## src/rtl/uart_pkg.sv

```systemverilog
// Shared types and helpers for the UART transmit path.
// Holds the FSM state encoding, parity modes and baud divisor math.
package uart_pkg;

  typedef enum logic [2:0] {
    ST_IDLE,
    ST_FETCH,
    ST_LOAD,
    ST_START,
    ST_DATA,
    ST_PARITY,
    ST_STOP
  } state_t;

  localparam int PAR_NONE = 0;
  localparam int PAR_ODD  = 1;
  localparam int PAR_EVEN = 2;

  function automatic int clks_per_bit(
    input int clk_freq,
    input int baud
  );
    return clk_freq / baud;
  endfunction

endpackage

```

## src/rtl/uart_tx_fifo_if.sv

```systemverilog
// FIFO-side and line-side handshake bundle of the UART transmitter.
// master drives the FIFO flags/data, slave is the transmitter.
interface uart_tx_fifo_if;

  logic       enable;
  logic       fifo_empty;
  logic [7:0] fifo_data;
  logic       fifo_rd_en;
  logic       tx;
  logic       busy;
  logic       frame_done;

  modport master (
    output enable,
    output fifo_empty,
    output fifo_data,
    input  fifo_rd_en,
    input  tx,
    input  busy,
    input  frame_done
  );

  modport slave (
    input  enable,
    input  fifo_empty,
    input  fifo_data,
    output fifo_rd_en,
    output tx,
    output busy,
    output frame_done
  );

endinterface

```

## src/rtl/uart_baud_gen.sv

```systemverilog
// Bit-period counter: held at zero by restart, ticks on the last
// clock of every bit so boundaries stay locked to the start bit.
module uart_baud_gen #(
  parameter int CPB = 10
) (
  input  logic clk,
  input  logic reset,
  input  logic restart,
  output logic bit_tick
);

  localparam int W = (CPB > 1) ? $clog2(CPB) : 1;
  localparam logic [W-1:0] LAST = W'(CPB - 1);

  logic [W-1:0] cnt_q;

  always_ff @(posedge clk or posedge reset) begin
    if (reset) begin
      cnt_q <= '0;
    end else if (restart) begin
      cnt_q <= '0;
    end else if (cnt_q == LAST) begin
      cnt_q <= '0;
    end else begin
      cnt_q <= cnt_q + 1'b1;
    end
  end

  assign bit_tick = (cnt_q == LAST);

endmodule

```

## src/rtl/uart_tx_fifo.sv

```systemverilog
// UART transmitter that pulls bytes from a registered-read FIFO and
// serialises them as start / data / optional parity / stop bits.
module uart_tx_fifo
  import uart_pkg::*;
#(
  parameter int CLK_FREQ  = 50_000_000,
  parameter int BAUD      = 115_200,
  parameter int DATA_BITS = 8,
  parameter int PARITY    = 0,
  parameter int STOP_BITS = 1
) (
  input logic           clk,
  input logic           reset,
  uart_tx_fifo_if.slave bus
);

  localparam int CPB = clks_per_bit(CLK_FREQ, BAUD);
  localparam logic [2:0] LAST_BIT = 3'(DATA_BITS - 1);
  localparam logic LAST_STOP = 1'(STOP_BITS - 1);

  state_t state_q;
  state_t state_d;

  logic [DATA_BITS-1:0] shreg_q;
  logic [2:0]           bit_idx_q;
  logic                 stop_idx_q;
  logic                 par_q;
  logic                 tick;
  logic                 restart;
  logic                 tx_d;

  // Counter only runs inside a frame, so START always begins at zero.
  assign restart = !(state_q inside {ST_START, ST_DATA,
                                     ST_PARITY, ST_STOP});

  uart_baud_gen #(
    .CPB (CPB)
  ) u_baud (
    .clk      (clk),
    .reset    (reset),
    .restart  (restart),
    .bit_tick (tick)
  );

  always_ff @(posedge clk or posedge reset) begin
    if (reset) begin
      state_q <= ST_IDLE;
    end else begin
      state_q <= state_d;
    end
  end

  always_comb begin
    state_d = state_q;
    unique case (state_q)
      ST_IDLE: begin
        if (bus.enable && !bus.fifo_empty) begin
          state_d = ST_FETCH;
        end
      end
      ST_FETCH: state_d = ST_LOAD;
      ST_LOAD:  state_d = ST_START;
      ST_START: begin
        if (tick) begin
          state_d = ST_DATA;
        end
      end
      ST_DATA: begin
        if (tick && bit_idx_q == LAST_BIT) begin
          state_d = (PARITY != PAR_NONE) ? ST_PARITY : ST_STOP;
        end
      end
      ST_PARITY: begin
        if (tick) begin
          state_d = ST_STOP;
        end
      end
      ST_STOP: begin
        if (tick && stop_idx_q == LAST_STOP) begin
          state_d = ST_IDLE;
        end
      end
      default: state_d = ST_IDLE;
    endcase
  end

  always_ff @(posedge clk or posedge reset) begin
    if (reset) begin
      shreg_q    <= '0;
      bit_idx_q  <= '0;
      stop_idx_q <= 1'b0;
      par_q      <= 1'b0;
    end else begin
      if (state_q == ST_LOAD) begin
        shreg_q    <= bus.fifo_data[DATA_BITS-1:0];
        par_q      <= (^bus.fifo_data[DATA_BITS-1:0])
                    ^ (PARITY == PAR_ODD);
        bit_idx_q  <= '0;
        stop_idx_q <= 1'b0;
      end
      if (state_q == ST_DATA && tick) begin
        shreg_q   <= shreg_q >> 1;
        bit_idx_q <= bit_idx_q + 3'd1;
      end
      if (state_q == ST_STOP && tick) begin
        stop_idx_q <= stop_idx_q + 1'b1;
      end
    end
  end

  always_comb begin
    tx_d = 1'b1;
    unique case (state_q)
      ST_START:  tx_d = 1'b0;
      ST_DATA:   tx_d = shreg_q[0];
      ST_PARITY: tx_d = par_q;
      default:   tx_d = 1'b1;
    endcase
  end

  assign bus.tx         = tx_d;
  assign bus.busy       = (state_q != ST_IDLE);
  assign bus.fifo_rd_en = (state_q == ST_FETCH);
  assign bus.frame_done = (state_q == ST_STOP) && tick
                        && (stop_idx_q == LAST_STOP);

endmodule

```

## src/flat_wrapper.sv

```systemverilog
// flat-port wrapper written by rule: the top's interface ports become plain ports
module uart_tx_fifo_flat import uart_pkg::*;
#(
  parameter int CLK_FREQ  = 50_000_000,
  parameter int BAUD      = 115_200,
  parameter int DATA_BITS = 8,
  parameter int PARITY    = 0,
  parameter int STOP_BITS = 1
)
  (clk, reset, bus_enable, bus_fifo_empty, bus_fifo_data, bus_fifo_rd_en, bus_tx, bus_busy, bus_frame_done);
  uart_tx_fifo_if bus_i ();
  input logic clk;
  input logic reset;
  input wire logic [$bits(bus_i.enable)-1:0] bus_enable;
  input wire logic [$bits(bus_i.fifo_empty)-1:0] bus_fifo_empty;
  input wire logic [$bits(bus_i.fifo_data)-1:0] bus_fifo_data;
  output wire logic [$bits(bus_i.fifo_rd_en)-1:0] bus_fifo_rd_en;
  output wire logic [$bits(bus_i.tx)-1:0] bus_tx;
  output wire logic [$bits(bus_i.busy)-1:0] bus_busy;
  output wire logic [$bits(bus_i.frame_done)-1:0] bus_frame_done;
  assign bus_i.enable = bus_enable;
  assign bus_i.fifo_empty = bus_fifo_empty;
  assign bus_i.fifo_data = bus_fifo_data;
  assign bus_fifo_rd_en = bus_i.fifo_rd_en;
  assign bus_tx = bus_i.tx;
  assign bus_busy = bus_i.busy;
  assign bus_frame_done = bus_i.frame_done;
  uart_tx_fifo #(.CLK_FREQ(CLK_FREQ), .BAUD(BAUD), .DATA_BITS(DATA_BITS), .PARITY(PARITY), .STOP_BITS(STOP_BITS)) u_core (.clk(clk), .reset(reset), .bus(bus_i));
endmodule
```

## config.mk

```make
export PLATFORM = sky130hd
export DESIGN_NAME = uart_tx_fifo_flat
export DESIGN_NICKNAME = d
export VERILOG_FILES = /design/src/rtl/uart_pkg.sv /design/src/rtl/uart_tx_fifo_if.sv /design/src/rtl/uart_baud_gen.sv /design/src/rtl/uart_tx_fifo.sv /design/src/flat_wrapper.sv
export SDC_FILE = /design/constraint.sdc
export NUM_CORES = 1
export LEC_CHECK = 0
export CORE_UTILIZATION = 54
export CTS_CLUSTER_SIZE = 10
export DETAILED_ROUTE_END_ITERATION = 6
export PLACE_DENSITY = 0.87
export SKIP_CTS_REPAIR_TIMING = 1
export SYNTH_ARGS = -nofsm -noshare
export SYNTH_HDL_FRONTEND = slang
export SYNTH_SLANG_ARGS = --single-unit
```

## constraint.sdc

```tcl
create_clock -name clk -period 2.3 [get_ports clk]
set_input_delay 0.345 -clock clk [delete_from_list [all_inputs] [get_ports clk]]
set_output_delay 0.345 -clock clk [all_outputs]
set_load 0.01 [all_outputs]
```

### Word-level counts from Yosys, hierarchy flattened

Index checks and enable logic that the tools add are counted.

| word-level totals | value |
|---|---|
| output and inout port bits | 4 |
| bits of input ports | 12 |
| flip-flop bits (word level) | 25 |
| word-level logic and storage cells | 52 |

| cells by class | value |
|---|---|
| add/sub/neg operators | 3 |
| mux-type cells | 15 |
| equal/unequal tests | 13 |
| reductions and logical operators | 14 |
| bitwise logic cells | 1 |

Operator list:

| operator | count |
|---|---|
| $mux 3 | 7 |
| $pmux 3 s7 | 1 |
| $mux 9 | 2 |
| $mux 8 | 2 |
| $eq 3x3->1 const B | 4 |
| $add 9x1->9 const B | 1 |
| $eq 9x9->1 const B | 1 |
| $ne 2x1->1 const B | 4 |
| $reduce_xor 8->1 | 1 |
| $eq 3x2->1 const B | 2 |
| $logic_and 1x1->1 | 6 |
| $reduce_and 5->1 | 1 |
| $reduce_bool 2->1 | 2 |
| $reduce_bool 4->1 | 1 |
| $add 3x1->3 const B | 1 |
| $eq 3x1->1 const B | 1 |
| $logic_not 3->1 | 1 |
| $pmux 1 s3 | 1 |
| $reduce_bool 3->1 | 1 |
| $mux 1 | 2 |
| $ne 2x2->1 const B | 1 |
| $add 1x1->1 const B | 1 |
| $logic_not 1->1 | 1 |
| $not 1->1 | 1 |

### Logic depth before layout (Yosys ltp)

Gate-level depths: netlist of the first run.

| depth | value |
|---|---|
| word-level depth | 4 |
| mapped depth | 7 |
| gate-level depth less buffers | 6 |

### By module

A second synthesis of the first run with hierarchy kept.

| second synthesis, totals | value |
|---|---|
| cell total of the unflattened synthesis | 128 |
| area, all modules | 1326.3 sq um |

Modules (own cells, without submodules):

| module | sequential area each (sq um) | instances | area an instance (sq um) | cells each |
|---|---|---|---|---|
| uart_tx_fifo | 400.4 | 1 | 862.1 | 83 |
| uart_baud_gen | 225.2 | 1 | 464.2 | 45 |

### Worst setup path after synthesis of the first run

Ideal clock, no wire load.

| path | value |
|---|---|
| path type | reg2reg |
| from | reg u_core.state_q[1] |
| to | reg u_core.shreg_q[0] |
| required time | 2.174 ns |
| data arrival time | 1.524 ns |
| path buffers | 1 |
| cell stages (with the launch flop) | 6 |
| slack | 0.650 ns |
| setup time | 0.126 ns |
| period minus slack after synthesis | 1.650 ns |
| path through | dfrtp_1 buf_2 or3b_4 nor3_4 nor2_2 a221o_1 |

| on the way | value |
|---|---|
| cells in the longest elaborated chain, start to end | 3 |
| elaborated cells on any way between the ends | 5 |
| those cells by class | 2 x eq/ne; 1 x mux; 2 x reduce/logical |

RTL lines:

| item | line | text |
|---|---|---|
| start, declared | uart_tx_fifo.sv:21 | `state_t state_q;` |
| start signal, assigned | uart_tx_fifo.sv:49 | `state_q <= state_d;` |
| $eq 3x3->1 | uart_tx_fifo.sv:101 | `if (state_q == ST_DATA && tick) begin` |
| $logic_and 1x1->1 | uart_tx_fifo.sv:101 |  |
| $mux 8 / $reduce_bool 2->1 (equally long branches) | n/a |  |
| end signal, assigned | uart_tx_fifo.sv:95 | `shreg_q <= bus.fifo_data[DATA_BITS-1:0];` |
| end signal, assigned | uart_tx_fifo.sv:102 | `shreg_q <= shreg_q >> 1;` |
| end, declared | uart_tx_fifo.sv:24 | `logic [DATA_BITS-1:0] shreg_q;` |

Several ways; a longest one is shown, not always the timed one.
A chain may end at the register's enable or synchronous reset.

### Worst setup path in the final report of the first run

| path | value |
|---|---|
| from | reg u_core.state_q[2] |
| to | out bus_tx |

| on the way | value |
|---|---|
| cells in the longest elaborated chain, start to end | 2 |
| elaborated cells on any way between the ends | 4 |
| those cells by class | 3 x eq/ne; 1 x mux |

RTL lines:

| item | line | text |
|---|---|---|
| $eq 3x3->1 / $eq 3x2->1 (equally long branches) | uart_tx_fifo.sv:113 | `unique case (state_q)` |
| $pmux 1 s3 (*) | uart_tx_fifo.sv:113 |  |
| end, declared | flat_wrapper.sv:18 | `output wire logic [$bits(bus_i.tx)-1:0] bus_tx;` |

Every way passes the cells marked *; elsewhere a longest branch is shown, timed or not.

==> results_dict.tcl, run 1 <==
set metrics [dict create \
    status "completed" \
    cts_buffer_depth 2 \
    grt-busiest-layer "met2" \
    synth_fp_nets 148 \
    post_drt_via_cell_ratio 5.70 \
    setup_violations 0 \
    ios 16 \
    diodes 0 \
    netlist_area_um2 1330 \
    rsz0062_at_grt "no" \
    synth_edf_count 0 \
    finalCritPeriodShare 0.945 \
    drt-wirelength-per-cell_um 14.2 \
    cts_buffers 3 \
    p_leak_uw 0.000740 \
    cts_tree "built" \
    yosysTopAreaCell "dfrtp_1" \
    crit_type "reg2out" \
    grt_pass1_vias 972 \
    grt-ovfl-total 0 \
    die_w_um 51.7 \
    worstPathArrival_ns 1.83 \
    routabilityCongestion 0.838 \
    grt_use_met1 0.271 \
    finalHoldViolCount 0 \
    grtUsageMet3 0.0351 \
    portBuffers 15 \
    cts_sinks 25 \
    netlist_instances 132 \
    routed_wl_mm 2.62 \
    syn_avg_cell_area_um2 10.1 \
    fin_setup_tns_ns 0 \
    worstPathMaxFanout 9 \
    htree_levels 1 \
    drc 0 \
    slowest_delay_ns 0.48 \
    fin_crit_ns 2.17 \
    rows 17 \
    async_flop_share 1.00 \
    die_y_um 51.7 \
    yosysMostFrequentCell "dfrtp_1" \
    cp_cell_sequence "or3b_4 > nor2_1 > a21oi_1 > clkdlybuf4s50_1" \
    clk_latency_ns 0.31 \
    tightest_slew_ns 0.609 \
    fin_nets 173 \
    grt_pass1_wl_mm 4.18 \
    slew_headroom 0.591 \
    skew_ns 0.0128 \
    final_antenna_net_count 0 \
    max_cap_violations 0 \
    dieArea_um2 2670 \
    ys_seq_elements 25 \
    dp_cells 176 \
    ys_top_cells_by_count "25 x dfrtp_1, 17 x nor2_1, 14 x xnor2_1" \
    area_delta_synth_final_pct 20.3 \
    finalNonFillerCells 184 \
    end_kind "output port" \
    grt_max_degree 26 \
    drt-initial-drc-count 27 \
    drive_gt1_frac 0.135 \
    antenna_found_initial 0 \
    vias 1048 \
    slew_violations 0 \
    core_area_um2 2280 \
    cts_root_buffer "clkbuf_4" \
    dp_hpwl_mm 1.96 \
    required_ns 1.96 \
    power_density_nw_per_um2 449 \
    initial_core_util 0.585 \
    yosys_warnings 0 \
    cts.reportedPaths.clkPinSlew_ns 0.14 \
    ys_types 35 \
    critPathLaunchType "flop" \
    ir_drop_v 0.000510 \
    drt_pass1_iterations 4 \
    synth_top_cell_area_share 0.469 \
    ys_seq_area_frac 0.469 \
    ys_top_cells_by_area "dfrtp_1 47%, xnor2_1 9.2%, a221o_1 6.0%" \
    fmax_ghz 0.460 \
    gr-usage-all-layers 0.209 \
    grtUsageMet2 0.359 \
    synthFlopType "dfrtp_1" \
    hp-class "in2async" \
    slowest_stage "clkdlybuf4s50_1" \
]
[state kept, by name, indices dropped and copies added, names as in the netlist]
register,flops
u_core.state_q,3
u_core.stop_idx_q,1
u_core.u_baud.cnt_q,9
u_core.bit_idx_q,3
u_core.shreg_q,8
u_core.par_q,1
[worst paths after layout]
kind,from,endpoint,slack [ns],depth (start not counted)
worst max-delay path,u_core.state_q[2]$_DFFE_PP0P_,bus_tx,0.13,4
worst max register to register,u_core.state_q[2]$_DFFE_PP0P_,u_core.shreg_q[2]$_DFFE_PP0P_,0.41,5
max in group asynchronous,reset,u_core.state_q[2]$_DFFE_PP0P_,1.69,3
min in group clk,u_core.u_baud.cnt_q[0]$_DFF_PP0_,u_core.u_baud.cnt_q[0]$_DFF_PP0_,0.53,1
worst min-delay path,reset,u_core.u_baud.cnt_q[3]$_DFF_PP0_,0.36,3
worst min register to register,u_core.u_baud.cnt_q[0]$_DFF_PP0_,u_core.u_baud.cnt_q[0]$_DFF_PP0_,0.53,1
[layout make-up]
type | count | area (um^2)
Fill cell | 183 | 673
Multi-Input combinational cell | 95 | 656
Sequential cell | 25 | 627
Timing Repair Buffer | 26 | 235
Tap cell | 28 | 35.0
Clock buffer | 3 | 22.5
Inverter | 6 | 22.5
Clock inverter | 1 | 5.00
[report_power, final]
group	internal, uW	total (uW)	switching, uW
sequential	454	461	7.28
clock	64.8	188	124
combinational	42.0	71.0	28.9
total	560	720	160
[cells in the final DEF (no fill, tap or decap)]
| master | instances |
|---|---|
| dfrtp_1 | 24 |
| nor2_1 | 17 |
| xnor2_1 | 14 |
| clkdlybuf4s50_1 | 14 |
| buf_4 | 11 |
| a221o_1 | 8 |
| o21ai_0 | 7 |
| and2_1 | 7 |
| nand2_1 | 6 |
| inv_1 | 6 |
| a21oi_1 | 5 |
| ha_1 | 4 |
| nand3_1 | 3 |
| clkbuf_4 | 3 |
| nand2b_1 | 2 |
| nor2b_1 | 2 |
| or3b_4 | 1 |
| nand4bb_1 | 1 |
| nand4b_1 | 1 |
| nor3_4 | 1 |
| o22a_1 | 1 |
| o22ai_1 | 1 |
| mux2i_1 | 1 |
| nor3_2 | 1 |
| and3_1 | 1 |
| a211o_1 | 1 |
| nor2_2 | 1 |
| o21ai_1 | 1 |
| xor2_1 | 1 |
| nor3b_1 | 1 |
| or3_1 | 1 |
| nand4_1 | 1 |
| and4b_1 | 1 |
| nor3_1 | 1 |
| mux2_2 | 1 |
| a22o_1 | 1 |
| clkinv_2 | 1 |
| dlymetal6s2s_1 | 1 |
| dfrtp_2 | 1 |
[cell families (layout without fill, tap and decap cells)]
kind of cell	Yosys count	in the layout	synth area share
xor+xnor	15	15	0.0986
fa+ha+maj	4	4	0.0376
mux	2	2	0.0160
buf+inv	12	36	0.0423
simple gates	49	49	0.203
compound gates	25	25	0.133
flops	25	25	0.469
[worst max-delay path: cells and delay by family (launching register included)]
| family | cells | cell delay, ns |
|---|---|---|
| and+or+nand+nor | 2 | 0.54 |
| AOI/OAI and AO/OA | 1 | 0.05 |
| buffers and inverters | 1 | 0.48 |
| DFF | 1 | 0.46 |
[per-layer routing]
metal / vias to the layer above / routed length [um]
met2: 30 / 1330
met1: 505 / 1140
met5: - / 0
li1: 509 / -
met3: 4 / 123
met4: 0 / 25
[metrics by stage]
step	util	setup slack, ns	total power [uW]	hold WS [ns]	area (um^2)
6_report	0.704	0.126	720	0.362	1600
5_1_grt	0.704	0.0240	750	0.398	1600
4_1_cts	0.687	-0.227	724	0.370	1560
3_5_place_dp	0.675	0.117	541	0.502	1540
3_3_place_gp	0.675	0.269	538	0.492	1540
2_1_floorplan	-	0.650	509	0.372	1330
Note: power is estimated with default switching activity, not from simulation.
==> inputs of run 2 (changes only) <==
CORE_UTILIZATION = 40   (was 54)
PLACE_DENSITY = 0.69   (was 0.87)
==> results_dict.tcl, run 2 (synthesis gave the netlist of run 1 again) <==
set metrics [dict create \
    drc 0 \
    largest_register_ffs 9 \
    drt-wirelength-per-cell_um 12.1 \
    required_ns 1.96 \
    vias 993 \
    rsz0062_at_grt "no" \
    skew_ns 0.00183 \
    drt-initial-drc-count 53 \
    routed_wl_mm 2.37 \
    final_cell_mix "22 x dfrtp_1, 17 x nor2_1, 14 x xnor2_1, 14 x clkdlybuf4s50_1, 8 x a221o_1" \
    die_w_um 59.7 \
    ir_drop_v 0.000215 \
    routabilityCongestion 0.800 \
    p_leak_uw 0.000718 \
    grt-ovfl-total 0 \
    fin_nets 169 \
    setup_violations 0 \
    worstPathMaxFanout 11 \
    cts_sinks 25 \
    rows 20 \
    cts_buffers 3 \
    grt_max_degree 26 \
    post_drt_via_cell_ratio 5.07 \
    drive_gt1_frac 0.118 \
    cts.reportedPaths.clkPinSlew_ns 0.12 \
    hp-class "in2async" \
    cts_tree "built" \
    portBuffers 15 \
    clk_latency_ns 0.30 \
    dp_cells 191 \
    finalHoldViolCount 0 \
    worstPathArrival_ns 1.86 \
    tightest_slew_ns 0.586 \
    grt_pass1_vias 909 \
    power_density_nw_per_um2 450 \
    finalCritPeriodShare 0.960 \
    timing.rr.start "u_core.u_baud.cnt_q[1]$_DFF_PP0_" \
    end_kind "output port" \
    area_delta_synth_final_pct 19.6 \
    finalNonFillerCells 196 \
    max_cap_violations 0 \
    regMostFlops "u_core.u_baud.cnt_q" \
    largestRegisters "u_core.u_baud.cnt_q (9), u_core.shreg_q (8)" \
    slew_headroom 0.606 \
    htree_levels 1 \
    crit_start "u_core.state_q[0]$_DFFE_PP0P_" \
    fin_setup_tns_ns 0 \
    grt_pass1_wl_mm 4.11 \
    ios 16 \
    fin_crit_ns 2.21 \
    crit_type "reg2out" \
    initial_core_util 0.429 \
    final_util 0.514 \
    fmax_ghz 0.453 \
    status "completed" \
    dp_hpwl_mm 1.81 \
    core_area_um2 3100 \
    slew_violations 0 \
    critPathLaunchType "flop" \
    antenna_found_initial 0 \
    final_antenna_net_count 0 \
    cts_buffer_depth 2 \
    cts_root_buffer "clkbuf_4" \
    die_y_um 59.7 \
    diodes 0 \
    drt_pass1_iterations 4 \
    worst_hold_slack_ns 0.368 \
    final_common_cell "dfrtp_1" \
    gr-usage-all-layers 0.153 \
    dieArea_um2 3570 \
]
[run 2: cell count changes in the layout (fill, tap and decap cells not counted), sizes merged]
cell,previous run,this run
clkbuf,3,4
clkinv,1,0
buf,11,7
[run 2: final timing paths]
path | to | slack [ns] | cells after the start
min in group clk | u_core.u_baud.cnt_q[0]$_DFF_PP0_ | 0.52 | 1
worst max-delay path | bus_tx | 0.09 | 4
worst max register to register | u_core.state_q[1]$_DFFE_PP0P_ | 0.45 | 7
max in group asynchronous | u_core.state_q[0]$_DFFE_PP0P_ | 1.68 | 3
worst min-delay path | u_core.shreg_q[5]$_DFFE_PP0P_ | 0.37 | 3
worst min register to register | u_core.u_baud.cnt_q[0]$_DFF_PP0_ | 0.52 | 1
[run 2: per-stage QoR]
| step | power, uW | cell area [um^2] | worst slack [ns] |
|---|---|---|---|
| detailed placement | 541 | 1550 | 0.245 |
| global route | 756 | 1590 | 0.000774 |
| global placement | 539 | 1550 | 0.299 |
| CTS | 729 | 1580 | -0.112 |
| finish | 718 | 1590 | 0.0912 |
| floorplan | 509 | 1330 | 0.650 |
[run 2: worst max-delay path, stage by stage (launching register included)]
cell and delay (ns):
dfrtp_2 0.50, or3b_4 0.44, nor2_1 0.10, a21oi_1 0.05
clkdlybuf4s50_1 0.48
[run 2: area by class of cell]
class | instances | area (um^2)
inverter | 6 | 22.5
timing repair buffer | 22 | 205
sequential | 25 | 629
clock buffer | 4 | 26.3
tap | 44 | 55.1
fill | 312 | 1510
multi-input combinational | 95 | 656
[run 2: per-layer routing]
metal,up-vias,part of all wire,GRT usage
met3,2,0.040,0.0260
met5,-,0,0
met4,0,0.0059,0.0598
met2,16,0.48,0.230
li1,496,-,-
met1,479,0.47,0.221
[run 2: power breakdown]
part | switching [uW] | leakage [uW] | internal, uW
registers | 8.55 | 0.000292 | 454
clock network | 119 | 0.0000150 | 67.6
logic | 27.1 | 0.000411 | 42.0
